--- src/rtl/life_pkg.sv ---
// Shared definitions for the life-array column sequencer.
package life_pkg;

    localparam int COL_LEN_DEF = 64;
    localparam int GEN_W_DEF   = 16;

    typedef enum logic [1:0] {
        OP_LOAD = 2'd0,
        OP_STEP = 2'd1,
        OP_RUN  = 2'd2,
        OP_NOP  = 2'd3
    } op_e;

    typedef enum logic [1:0] {
        ST_IDLE    = 2'd0,
        ST_LOAD    = 2'd1,
        ST_COMPUTE = 2'd2
    } state_e;

endpackage

--- src/rtl/life_pos_cnt.sv ---
// Cell position counter; wrap flags the last position of a column while enabled.
module life_pos_cnt #(
    parameter int LEN = 64
) (
    input  logic                   clk,
    input  logic                   rst,
    input  logic                   en,
    input  logic                   clr,
    output logic [$clog2(LEN)-1:0] count,
    output logic                   wrap
);

    localparam int            W    = $clog2(LEN);
    localparam logic [W-1:0]  LAST = W'(LEN - 1);

    // LEN is a power of two, so the natural rollover lands back on zero.
    always_ff @(posedge clk) begin
        if (rst || clr) begin
            count <= '0;
        end else if (en) begin
            count <= count + W'(1);
        end
    end

    assign wrap = en && (count == LAST);

endmodule

--- src/rtl/life_seq.sv ---
// Sequencer for a column-shifted Game-of-Life array: seeding, single steps and
// multi-generation runs with a boundary-aligned stop.
module life_seq
    import life_pkg::*;
#(
    parameter int COL_LEN = COL_LEN_DEF,
    parameter int GEN_W   = GEN_W_DEF
) (
    input  logic                       clk,
    input  logic                       rst,
    input  logic                       cmd_valid,
    output logic                       cmd_ready,
    input  logic [1:0]                 cmd_op,
    input  logic [GEN_W-1:0]           cmd_len,
    input  logic                       stop,
    input  logic                       load_valid,
    output logic                       arr_shift,
    output logic                       arr_load,
    output logic [$clog2(COL_LEN)-1:0] arr_pos,
    output logic                       gen_done,
    output logic [GEN_W-1:0]           gen_count,
    output logic                       busy
);

    state_e            state, state_nxt;
    op_e               op;
    logic              accept, pos_en, pos_clr, pos_wrap;
    logic              stop_seen, last_gen;
    logic              shift_run, free_run, stop_lat;
    logic [GEN_W-1:0]  rem;

    life_pos_cnt #(.LEN(COL_LEN)) u_pos (
        .clk   (clk),
        .rst   (rst),
        .en    (pos_en),
        .clr   (pos_clr),
        .count (arr_pos),
        .wrap  (pos_wrap)
    );

    // During LOAD the shift strobe qualifies the external seed stream.
    assign arr_shift = shift_run | (arr_load & load_valid);

    always_comb begin
        state_nxt = state;
        op        = op_e'(cmd_op);
        accept    = cmd_valid && cmd_ready;
        pos_en    = (state == ST_LOAD && load_valid) || (state == ST_COMPUTE);
        pos_clr   = accept;
        stop_seen = stop_lat || stop;
        last_gen  = stop_seen || (!free_run && rem == GEN_W'(1));
        case (state)
            ST_IDLE: begin
                if (accept) begin
                    case (op)
                        OP_LOAD:         state_nxt = ST_LOAD;
                        OP_STEP, OP_RUN: state_nxt = ST_COMPUTE;
                        default:         state_nxt = ST_IDLE;
                    endcase
                end
            end
            ST_LOAD:    if (pos_wrap) state_nxt = ST_IDLE;
            ST_COMPUTE: if (pos_wrap && last_gen) state_nxt = ST_IDLE;
            default:    state_nxt = ST_IDLE;
        endcase
    end

    always_ff @(posedge clk) begin
        if (rst) begin
            state     <= ST_IDLE;
            cmd_ready <= 1'b1;
            busy      <= 1'b0;
            arr_load  <= 1'b0;
            shift_run <= 1'b0;
            gen_done  <= 1'b0;
            gen_count <= '0;
            rem       <= '0;
            free_run  <= 1'b0;
            stop_lat  <= 1'b0;
        end else begin
            state     <= state_nxt;
            cmd_ready <= (state_nxt == ST_IDLE);
            busy      <= (state_nxt != ST_IDLE);
            arr_load  <= (state_nxt == ST_LOAD);
            shift_run <= (state_nxt == ST_COMPUTE);
            gen_done  <= (state == ST_COMPUTE) && pos_wrap;

            if (accept && op == OP_LOAD) begin
                gen_count <= '0;
            end else if (state == ST_COMPUTE && pos_wrap) begin
                gen_count <= gen_count + GEN_W'(1);
            end

            // Remaining-generation down-counter; a zero length means free-run.
            if (accept && op == OP_STEP) begin
                rem      <= GEN_W'(1);
                free_run <= 1'b0;
            end else if (accept && op == OP_RUN) begin
                rem      <= cmd_len;
                free_run <= (cmd_len == '0);
            end else if (state == ST_COMPUTE && pos_wrap) begin
                rem      <= rem - GEN_W'(1);
            end

            // Stop is held only while a run continues, so it never leaks into the next command.
            stop_lat <= (state == ST_COMPUTE && state_nxt == ST_COMPUTE) ? stop_seen : 1'b0;
        end
    end

endmodule
--- config.mk ---
export PLATFORM = sky130hd
export DESIGN_NAME = life_seq
export DESIGN_NICKNAME = d
export VERILOG_FILES = /design/src/rtl/life_pkg.sv /design/src/rtl/life_pos_cnt.sv /design/src/rtl/life_seq.sv
export SDC_FILE = /design/constraint.sdc
export NUM_CORES = 1
export LEC_CHECK = 0
export ABC_AREA = 1
export CAP_MARGIN = 5
export CORE_ASPECT_RATIO = 1.5
export CORE_UTILIZATION = 36
export CTS_BUF_LIST = sky130_fd_sc_hd__clkbuf_8 sky130_fd_sc_hd__clkbuf_16
export DETAILED_ROUTE_END_ITERATION = 8
export RECOVER_POWER = 25
export SETUP_SLACK_MARGIN = 0.4
export SLEW_MARGIN = 20
export SYNTH_ARGS = -nofsm -noshare
export SYNTH_HDL_FRONTEND = slang
export SYNTH_SLANG_ARGS = --single-unit
--- constraint.sdc ---
create_clock -name clk -period 1.9 [get_ports clk]
set_input_delay 0.38 -clock clk [delete_from_list [all_inputs] [get_ports clk]]
set_output_delay 0.38 -clock clk [all_outputs]
set_load 0.01 [all_outputs]
Yosys cells after proc, flatten, opt, wreduce, memory -nomap -nowiden --
Cells that the tools add are included.
Storage, ports and cells: bits of input ports 23, logic and storage cells 60, flip-flop bits (word level) 47, output and inout bits 27
Operators by class: reduce and logical (&&, ||, !) cells 26, add/subtract/negate cells 3, bitwise logic cells 3, equal/unequal tests 8, multiplexer cells 8
Operators by type and width (number):
- 2-to-1 mux 16 bit | 2
- adder 16 x 1 -> 16 bit, second input constant | 1
- equality test 16 x 1 -> 1 bit, second input constant | 1
- logical NOT 16 bit | 1
- subtractor 16 x 1 -> 16 bit, second input constant | 1
- logical AND 1 bit | 10
- OR reduction 2 bit | 4
- adder 6 x 1 -> 6 bit, second input constant | 1
- equality test 2 x 1 -> 1 bit, second input constant | 3
- equality test 2 bit, second input constant | 3
- equality test 6 bit, second input constant | 1
- logical NOT 2 bit | 3
- 2-to-1 mux 2 bit | 3
- one-hot mux 2 bit (3 select lines) | 1
- logical OR 1 bit | 4
- one-hot mux 2 bit (2 select lines) | 1
- nonzero test 2 bit | 2
- nonzero test 3 bit | 1
- AND 1 bit | 1
- logical NOT 1 bit | 1
- 2-to-1 mux 1 bit | 1
- NOT 1 bit | 1
- OR 1 bit | 1

Depth between registers and ports, before layout --
Gate-level depths: netlist of run 1.
word-level depth 11, depth in mapped cells 13, mapped depth without buffers 13

Hierarchy --
A second synthesis of run 1 with hierarchy kept.
Second synthesis, totals: cells, all modules 408, area, all modules 2698.8 µm²
By module, submodules not included:
- life_seq | seq. area each 820.8 µm², area each 2413.6 µm², cells an instance 369, instances 1
- life_pos_cnt | seq. area each 120.1 µm², area each 285.3 µm², cells an instance 39, instances 1

Least setup slack after synthesis of run 1 --
No wires, ideal clock.
kind reg2reg, start register u_pos.count[0], end register rem[10], setup slack 394 ps, setup time 128 ps, period minus slack after synthesis 1506 ps, cell stages (with the launch flop) 10, data arrival time 1379 ps, cells stage by stage dfxtp_1 > ha_1 > nand2_1 > nor3_2 > nand2_1 > buf_4 > nand3_1 > nand2_1 > a21oi_1 > nor2_1
On the way: word-level cells in the longest chain between the ends 4
RTL lines:
- start: declaration | line life_pos_cnt.sv:9 | output logic [$clog2(LEN)-1:0] count,
- start signal: assignment | line life_pos_cnt.sv:21 | count <= count + W'(1);
- equality test 6 bit | line life_pos_cnt.sv:25 | assign wrap = en && (count == LAST);
- logical AND 1 bit | line life_pos_cnt.sv:25
- logical AND 1 bit | line life_seq.sv:101 | end else if (state == ST_COMPUTE && pos_wrap) begin
- nonzero test 2 bit (no line)
- end signal: assignment | line life_seq.sv:99 | rem <= cmd_len;
- end signal: assignment | line life_seq.sv:102 | rem <= rem - GEN_W'(1);
- end: declaration | line life_seq.sv:30 | logic [GEN_W-1:0] rem;
No other way between the ends. A chain may end at the register's enable or synchronous reset.

Worst setup path in the final report of run 1 --
start register state[1], end register rem[6]
On the way: word-level cells in the longest chain between the ends 6
RTL lines:
- start: declaration | line life_seq.sv:25 | state_e state, state_nxt;
- start signal: assignment | line life_seq.sv:81 | state <= state_nxt;
- equality test 2 x 1 -> 1 bit | line life_seq.sv:48 | pos_en = (state == ST_LOAD && load_valid) || (state == ST_COMPUTE);
- logical AND 1 bit | line life_seq.sv:48
- logical OR 1 bit | line life_seq.sv:48
- logical AND 1 bit | line life_pos_cnt.sv:25
- logical AND 1 bit (*) | line life_seq.sv:101
- nonzero test 2 bit (no line) (*)
Every way passes the cells marked *; elsewhere a longest branch is shown, timed or not.

==> qor.csv, run 1 <==
metric,value,unit
status,finished clean,
cap_violations,0,
synth-simple-area-share,38.5,%
swShare,30.7,%
fin_area,4000,sq um
synth_fa_ha_area_share,3.67,%
fillers,702,
ios,50,
yosys.area.top_type_share,34.5,%
worstPathArrival,1790,ps
io_buffers,49,
nNetsFinal,543,
cp-end-kind,flip-flop,
clock.fmax,0.632,GHz
post_dp_cell_area,3410,sq um
r2r_slack,320,ps
dr_total_vias,3012,
final_common_cell,nand2_1,
hold_viol,0,
min_path_type,flip-flop to flip-flop,
synth_mux_area_share,0,%
synthTopCellsByArea,"dfxtp_1, nand2_1, nor2_1",
grt-ovfl-total,0,
cts-root-buf,clkbuf_8,
cts_sinks,47,
diodes,0,
crit_path_start_kind,flip-flop,
rr_worst_depth,10,
hp-start,free_run,
skew,9.15,ps
final_cells,612,
ant_nets,0,
timing.rr.start,state[1],
die_w,73.1,microns
synth_cells,425,
syn_area,2730,sq um
most-common-layout-cells,"nand2_1, inv_1, nor2_1",
p_int,1.48,mW
grt_pass1_wl,12.2,mm
hold_depth,2,
cp_max_fo,6,
synth_top_family_by_area,simple AND/OR/NAND/NOR gates,
dp.cells,579,
vdd_ir_drop_max,0.000481,V
cts_tree,yes,
grt_pass1_vias,2724,
synth.ff_latch_count,47,
pwr-share-comb,23.0,%
core_area,7270,sq um
cts_buffers,5,
rsz0062_at_grt,yes,
synth_cell_types,35,
drt-total-wl,7.76,mm
switching_power,655,uW
avgSynthCellArea,6.42,sq um
hold-path-endpoint,free_run,
core.rowCount,38,
clkPwrFrac,28.3,%
critPathKind,flip-flop to flip-flop,
cts_htree_levels,2,
powerDensity,534,nW/um^2
fp.dieH,109,microns
routedWlPerCell,12.7,microns
r2r-end,rem[6],
syn_to_final_growth,46.6,%
final_util,55.0,%
clockBufferDepth,2,
required,2110,ps
finalCritPeriodShare,83.3,%
drt-initial-drc-count,160,
clkSlewWorstSetupHoldPaths,90,ps
yosysWarnings,0,
grt_max_degree,15,
vias_per_cell,4.92,
worst_skew_pair.late_latency,320,ps
synth_xor_area_share,2.89,%
finalCriticalPeriod,1580,ps
seq_area_frac_synth,34.5,%
start_util,37.5,%
track_usage,19.8,%
slew_viol_final,0,
gp_congestion,0.865,
synthesis.nets,456,
synth_compound_area_share,11.0,%
holdBufCountCts,0,
drive_gt1_share,22.7,%
max_slew_margin,76.4,%
first_pass_iters,5,
tightest_slew,350,ps
share_seq_of_total_power,48.7,%
p_leak,1.92,nW
antenna_found_initial,0,
hpwl,5.38,mm
setup_viol_count_final,0,
yosysTopAreaCell,dfxtp_1,
remaining_drc_errors,0,
dieArea,7940,sq um
## power groups by stage
stage | Sequential [mW] | Combinational, mW | Clock [mW]
5_1_grt | 1.04 | 0.548 | 0.664
3_5_place_dp | 1.06 | 0.420 | 0
6_report | 1.04 | 0.491 | 0.604
4_1_cts | 1.04 | 0.438 | 0.631
2_1_floorplan | 1.06 | 0.259 | 0
3_3_place_gp | 1.06 | 0.418 | 0
## worst max-delay path: stages, from the launching register on
cell	delay, ps
dfxtp_4	390
inv_2	30
nor2_1	240
inv_2	90
nor2_4	250
buf_6	160
nand2_4	50
nand3_2	50
nand2_1	50
nor2_1	100
nor2_1	50
## sequential cells by signal, indices dropped and copies added (netlist names)
register,flops
busy,1
stop_lat,1
gen_count,16
state,2
free_run,1
shift_run,1
arr_load,1
cmd_ready,1
u_pos.count,6
rem,16
gen_done,1
## cell usage after synthesis
library cell    n
nor2_4          2
a31oi_1         1
inv_1          53
and2_1          1
inv_2           4
a21oi_1        32
buf_6           1
buf_2           4
nor3_4          1
or2_2           1
nor2_1         54
nand2_2         1
nand4_1        13
dfxtp_1        47
ha_1            8
and3_1          1
or2_0           1
o22ai_1         1
xor2_1          9
o21ai_0        14
a21o_1          1
nand2_1       117
nor2_2          2
o21a_1          1
clkbuf_1        2
o211ai_1        1
nand3_1        30
nor2b_1         1
a22oi_2         1
nor4_1          2
a211oi_1        1
nor3_2          1
buf_4           1
o21bai_1        2
nor3_1         13
## metrics by stage
| step | setup TNS, ps | worst slack (ps) | hold slack (ps) | power (mW) |
|---|---|---|---|---|
| 3_5_place_dp | -818 | -97.5 | 465 | 1.48 |
| 6_report | 0 | 318 | 479 | 2.14 |
| 5_1_grt | 0 | 244 | 500 | 2.26 |
| 4_1_cts | 0 | 285 | 478 | 2.11 |
| 2_1_floorplan | 0 | 408 | 444 | 1.32 |
| 3_3_place_gp | -689 | -82.8 | 459 | 1.48 |
## what timing repair did
action | CTS | global route
cloned | 1 | 1
hold endpoints to repair | 0 | 0
setup endpoints to repair | 62 | 40
setup buffers | 18 | 6
resized for setup | 80 | 58
pin swaps | 10 | 22
## kinds of logic after synthesis
family / Yosys count
buffers and inverters: 65
xor gates and xnor gates: 9
and+or+nand+nor: 241
DFF: 47
adders and majority gates: 8
AOI/OAI and AO/OA: 55
## per-layer routing
metal  part of all wire (%)  vias to the layer above  global-route usage [%]
met3                    3.6                       11                    3.79
li1                       -                     1535                       -
met1                     43                     1408                    23.1
met4                    1.7                        0                    6.86
met5                      0                        -                       0
met2                     52                       58                    35.5
## how the worst max path moves through the flow
| stage | from | endpoint | slack (ps) | cells past startpoint |
|---|---|---|---|---|
| floorplan | u_pos.count[1] | rem[10] | 410 | 9 |
| global placement | cmd_op[0] | gen_count[7] | -80 | 8 |
| detailed placement | cmd_op[0] | gen_count[7] | -100 | 8 |
| CTS | load_valid | arr_shift | 280 | 3 |
| global route | state[1] | rem[6] | 240 | 10 |
| finish | state[1] | rem[6] | 320 | 10 |
## layout make-up
cell class	instances	area (sq um)	area share, %
flip-flops and latches	47	958	23.9
well taps	100	125	3.13
multi-input cells	313	1730	43.3
repair buffers	88	878	21.9
inverters	57	225	5.63
clock inverters	2	13.8	0.344
clock buffers	5	68.8	1.72
Note: power is estimated with default switching activity, not from simulation.
==> run 2: changes to the inputs <==
Clock period 1.9 ns to 1.34 ns, I/O delays scaled along.
==> run 2 against run 1 <==
Effect of this change:
- the flow now finishes with violations (setup timing)
- clock skew rose by 1.9 ps
- critical path depth up 1
- hold slack better by 19 ps
- register-to-register slack lost 450 ps
- clock power rose by 84%
- global-route usage increased by 2.0 points
- combinational power rose by 86%
- flip-flop and latch count unchanged
- maximum frequency rose by 7.3%
- die area unchanged
- final cell count is 8.8% higher
- highest routed layer unchanged
- non-clock buffer count grew 53
==> qor.csv, run 2 (synthesized netlist as in run 1, its figures left out) <==
metric,value,unit
multi_input_area,1930,sq um
switching_power,1.03,mW
vias_per_cell,4.94,
holdBufCountCts,0,
top_regs,"gen_count: 16 flops, rem: 16 flops, u_pos.count: 6 flops",
setup_slack,-134,ps
critPathKind,flip-flop to flip-flop,
required,1580,ps
remaining_drc_errors,0,
ios,50,
pwr-share-comb,26.1,%
status,finished with violations,
min_path_type,flip-flop to flip-flop,
clock.fmax,0.678,GHz
hold_slack,498,ps
grt_max_degree,15,
cts_htree_levels,2,
cap_violations,0,
final_common_cell,nand2_1,
rsz0062_at_grt,yes,
track_usage,21.9,%
post_dp_cell_area,3860,sq um
share_seq_of_total_power,42.1,%
gp_congestion,0.900,
finalCriticalPeriod,1470,ps
first_pass_iters,4,
worst_skew_pair.late_latency,310,ps
ant_nets,0,
cts_tree,yes,
hp-start,free_run,
skew,11.1,ps
grt_pass1_wl,13.3,mm
path_buf_inv,3,
syn_to_final_growth,75.5,%
cpPeakStageDelay,370,ps
hold_viol,0,
p_int,2.47,mW
slowest_stage,dfxtp_4,
startpoint,u_pos.count[1],
setup_viol_count_final,33,
swShare,29.5,%
clkPwrFrac,31.9,%
diodes,0,
timing.rr.start,u_pos.count[1],
ff_latch_area,998,sq um
tightest_slew,339,ps
clkSlewWorstSetupHoldPaths,90,ps
fillers,596,
fin_area,4790,sq um
grt_pass1_vias,2988,
io_buffers,49,
cts-root-buf,clkbuf_8,
worstPathArrival,1710,ps
cpLargestDelayFamily,simple AND/OR/NAND/NOR gates,
drt-total-wl,8.83,mm
powerDensity,730,nW/um^2
fp.dieH,109,microns
start_util,37.5,%
worstPathCellList,ha_4 -> nand2_4 -> inv_2 -> nand3_2 -> nor2_4 -> buf_6 -> nand2_8 -> buf_6 -> nor2_4 -> nor2_1 -> nor2_1,
dr_total_vias,3288,
core.rowCount,38,
grt-ovfl-total,0,
core_area,7270,sq um
most-common-layout-cells,"nand2_1, buf_4, buf_6",
clockBufferDepth,2,
finalCritPeriodShare,110,%
cts_buffers,5,
routedWlPerCell,13.3,microns
hpwl,6.05,mm
nNetsFinal,596,
slew_viol_final,0,
drive_gt1_share,46.1,%
cp_max_fo,4,
p_leak,2.20,nW
dieArea,7940,sq um
drt-initial-drc-count,130,
antenna_found_initial,0,
cp-end-kind,flip-flop,
r2r_slack,-130,ps
crit_path_start_kind,flip-flop,
max_slew_margin,77.2,%
violations,setup timing,
cts_sinks,47,
die_w,73.1,microns
vdd_ir_drop_max,0.000591,V
==> run 2: metal layers <==
layer / up-vias / track usage [%] / routed length [microns]
met5: - / 0 / 0
met4: 0 / 11.6 / 292
met3: 21 / 2.59 / 210
met2: 75 / 40.1 / 4840
met1: 1540 / 24.0 / 3480
li1: 1652 / - / -
==> run 2: tightest hold or removal path, delay by kind of cell (launching register included) <==
family	cells	cell delay [ps]
compound gates	1	50
simple gates	1	80
flops	1	330
==> run 2: stage by stage <==
stage	total power, mW	utilization [%]	instances	setup slack (ps)	setup TNS, ps
6_report	3.50	65.9	666	-134	-2470
5_1_grt	3.65	65.9	666	-236	-5180
4_1_cts	3.41	60.0	647	-115	-1620
3_5_place_dp	2.23	53.1	622	-476	-15300
3_3_place_gp	2.22	53.1	622	-432	-13930
2_1_floorplan	1.90	-	425	26.0	0
==> run 2: area by class of cell <==
cell class / count / share of cell area, %
Multi-Input combinational cell: 313 / 40.2
Timing Repair Buffer: 141 / 28.9
Sequential cell: 47 / 20.8
Inverter: 57 / 5.01
Tap cell: 100 / 2.61
Clock buffer: 6 / 1.72
Clock inverter: 2 / 0.731
==> run 2: timing repair <==
action	in CTS	in global routing
pin swaps	18	32
gates resized for setup	213	78
endpoints found under the hold margin	0	0
cloned	1	2
buffers inserted	16	17
setup endpoints to repair	74	74
==> run 2: final timing paths <==
| kind | end | cells past startpoint |
|---|---|---|
| max reg2reg | rem[5] | 11 |
| min reg2reg | free_run | 2 |
| min | free_run | 2 |
| max | rem[5] | 11 |
==> run 2: power by group through the flow <==
stage	clock network [mW]	logic, mW	registers (mW)
finish	1.11	0.913	1.47
global route	1.18	0.995	1.48
CTS	1.14	0.803	1.47
detailed placement	0	0.726	1.50
global placement	0	0.716	1.50
floorplan	0	0.391	1.51
==> run 3: changes to the inputs <==
Settings changed: CORE_ASPECT_RATIO 1.5 to not set.
==> run 3 against run 2 <==
Effect of this change:
- the run still ends with setup timing left
- count of clock-buffer cells in the layout decreased by 1
- non-clock buffer count decreased by 3
- final cell count decreased by 0.60%
- maximum frequency increased by 2.3%
- sequential share of layout area increased by 0.85 points
- utilization decreased by 1.5 points
- clock power decreased by 16%
- combinational power increased by 0.9%
- via count decreased by 2.9%
- largest cell class unchanged
==> qor.csv, run 3 (synthesized netlist as in run 1, its figures left out) <==
metric,value,unit
status,finished with violations,
violations,setup timing,
swShare,32.1,%
drive_gt1_share,43.9,%
max_slew_margin,81.5,%
powerDensity,705,nW/um^2
crit_path_start_kind,flip-flop,
most-common-layout-cells,"nand2_1, buf_4, nor2_1",
vdd_ir_drop_max,0.000612,V
finalCriticalPeriod,1440,ps
hold_slack,473,ps
ios,50,
io_buffers,49,
clockBufferDepth,2,
routedWlPerCell,12.6,microns
start_util,37.4,%
fp.dieH,89.1,microns
die_w,89.1,microns
fillers,657,
finalPower,3.31,mW
clkPwrFrac,28.0,%
cp_max_fo,4,
pwr-share-comb,27.8,%
cp-end-kind,flip-flop,
syn_to_final_growth,72.0,%
cap_violations,0,
hold_viol,0,
cts_tree,yes,
first_pass_iters,4,
grt_pass1_vias,2867,
nNetsFinal,593,
clkSlewWorstSetupHoldPaths,100,ps
p_leak,2.15,nW
gp_congestion,0.832,
final_cells,662,
drt-initial-drc-count,166,
core_area,7290,sq um
dr_total_vias,3192,
tightest_slew,276,ps
grt_max_degree,18,
final_util,64.4,%
finalCritPeriodShare,107,%
switching_power,1.06,mW
worstPathArrival,1700,ps
track_usage,20.9,%
tns,-2130,ps
clock.fmax,0.694,GHz
cts_sinks,47,
diodes,0,
core.rowCount,31,
drt-total-wl,8.34,mm
dieArea,7940,sq um
worst_skew_pair.late_latency,310,ps
vias_per_cell,4.82,
rsz0062_at_grt,yes,
slew_viol_final,0,
grt_pass1_wl,13.0,mm
p_int,2.25,mW
ant_nets,0,
cts_htree_levels,2,
grt-ovfl-total,0,
antenna_found_initial,0,
final_common_cell,nand2_1,
hpwl,5.74,mm
share_seq_of_total_power,44.2,%
skew,7.76,ps
setup_slack,-100,ps
cts_buffers,5,
cts-root-buf,clkbuf_8,
remaining_drc_errors,0,
min_path_type,flip-flop to flip-flop,
required,1600,ps
dp.cells,619,
critPathKind,flip-flop to flip-flop,
setup_viol_count_final,37,
top_regs,"gen_count: 16 flops, rem: 16 flops, u_pos.count: 6 flops",
[run 3: changes by cell type in the layout (fill, tap and decap cells not counted), moves of 4 or more]
cell     change
buf_6        -9
a21oi_2      -7
buf_4        +7
dfxtp_4      +7
nand2_1      +7
a21oi_1      +6
dfxtp_2      -5
nand2_2      -5
inv_2        -4
[run 3: final timing paths]
check              to  slack [ps]  cells past startpoint      startpoint
max reg2reg    rem[5]        -100                     11  u_pos.count[1]
min          free_run         470                      2        free_run
min reg2reg  free_run         470                      2        free_run
max            rem[5]        -100                     11  u_pos.count[1]
[run 3: metal layers]
metal  GRT usage (%)  wire length, microns
met1            28.8                  3840
met2            34.4                  3980
met3            3.14                   407
met4            4.76                   119
met5               0                     0
[run 3: critical path, stage by stage (launching register included)]
cell,delay (ps)
dfxtp_4,370
ha_4,150
nand2_4,60
inv_2,60
nand3_2,80
nor2_4,120
buf_4,140
nand2_4,70
buf_4,130
nor2_1,90
nor2_1,40
nor2_1,70
[run 3: per-stage QoR]
step	setup WS [ps]	cell area (sq um)
floorplan	26.0	2880
global placement	-448	3840
detailed placement	-475	3840
CTS	-76.0	4340
global route	-180	4690
finish	-100	4690
[run 3: final cells by class]
type	count	area [sq um]	share of cell area (%)
Timing Repair Buffer	138	1330	28.2
Clock buffer	5	68.8	1.47
Inverter	57	238	5.06
Clock inverter	3	22.5	0.480
Multi-Input combinational cell	313	1900	40.4
Sequential cell	47	1020	21.7
Tap cell	99	124	2.64
[run 3: timing repair]
item,in CTS,in global routing
setup buffers,21,12
resized for setup,206,76
hold buffers,0,0
pin swaps,18,19
gates cloned,1,1
setup endpoints to repair,74,74
[run 3: power groups by stage]
stage                     combinational, mW  clock, mW  sequential [mW]
after floorplan                       0.391          0             1.51
after global placement                0.710          0             1.50
after detailed placement              0.711          0             1.50
after CTS                             0.820      0.965             1.47
after global routing                   1.01       1.02             1.47
final                                 0.921      0.927             1.46
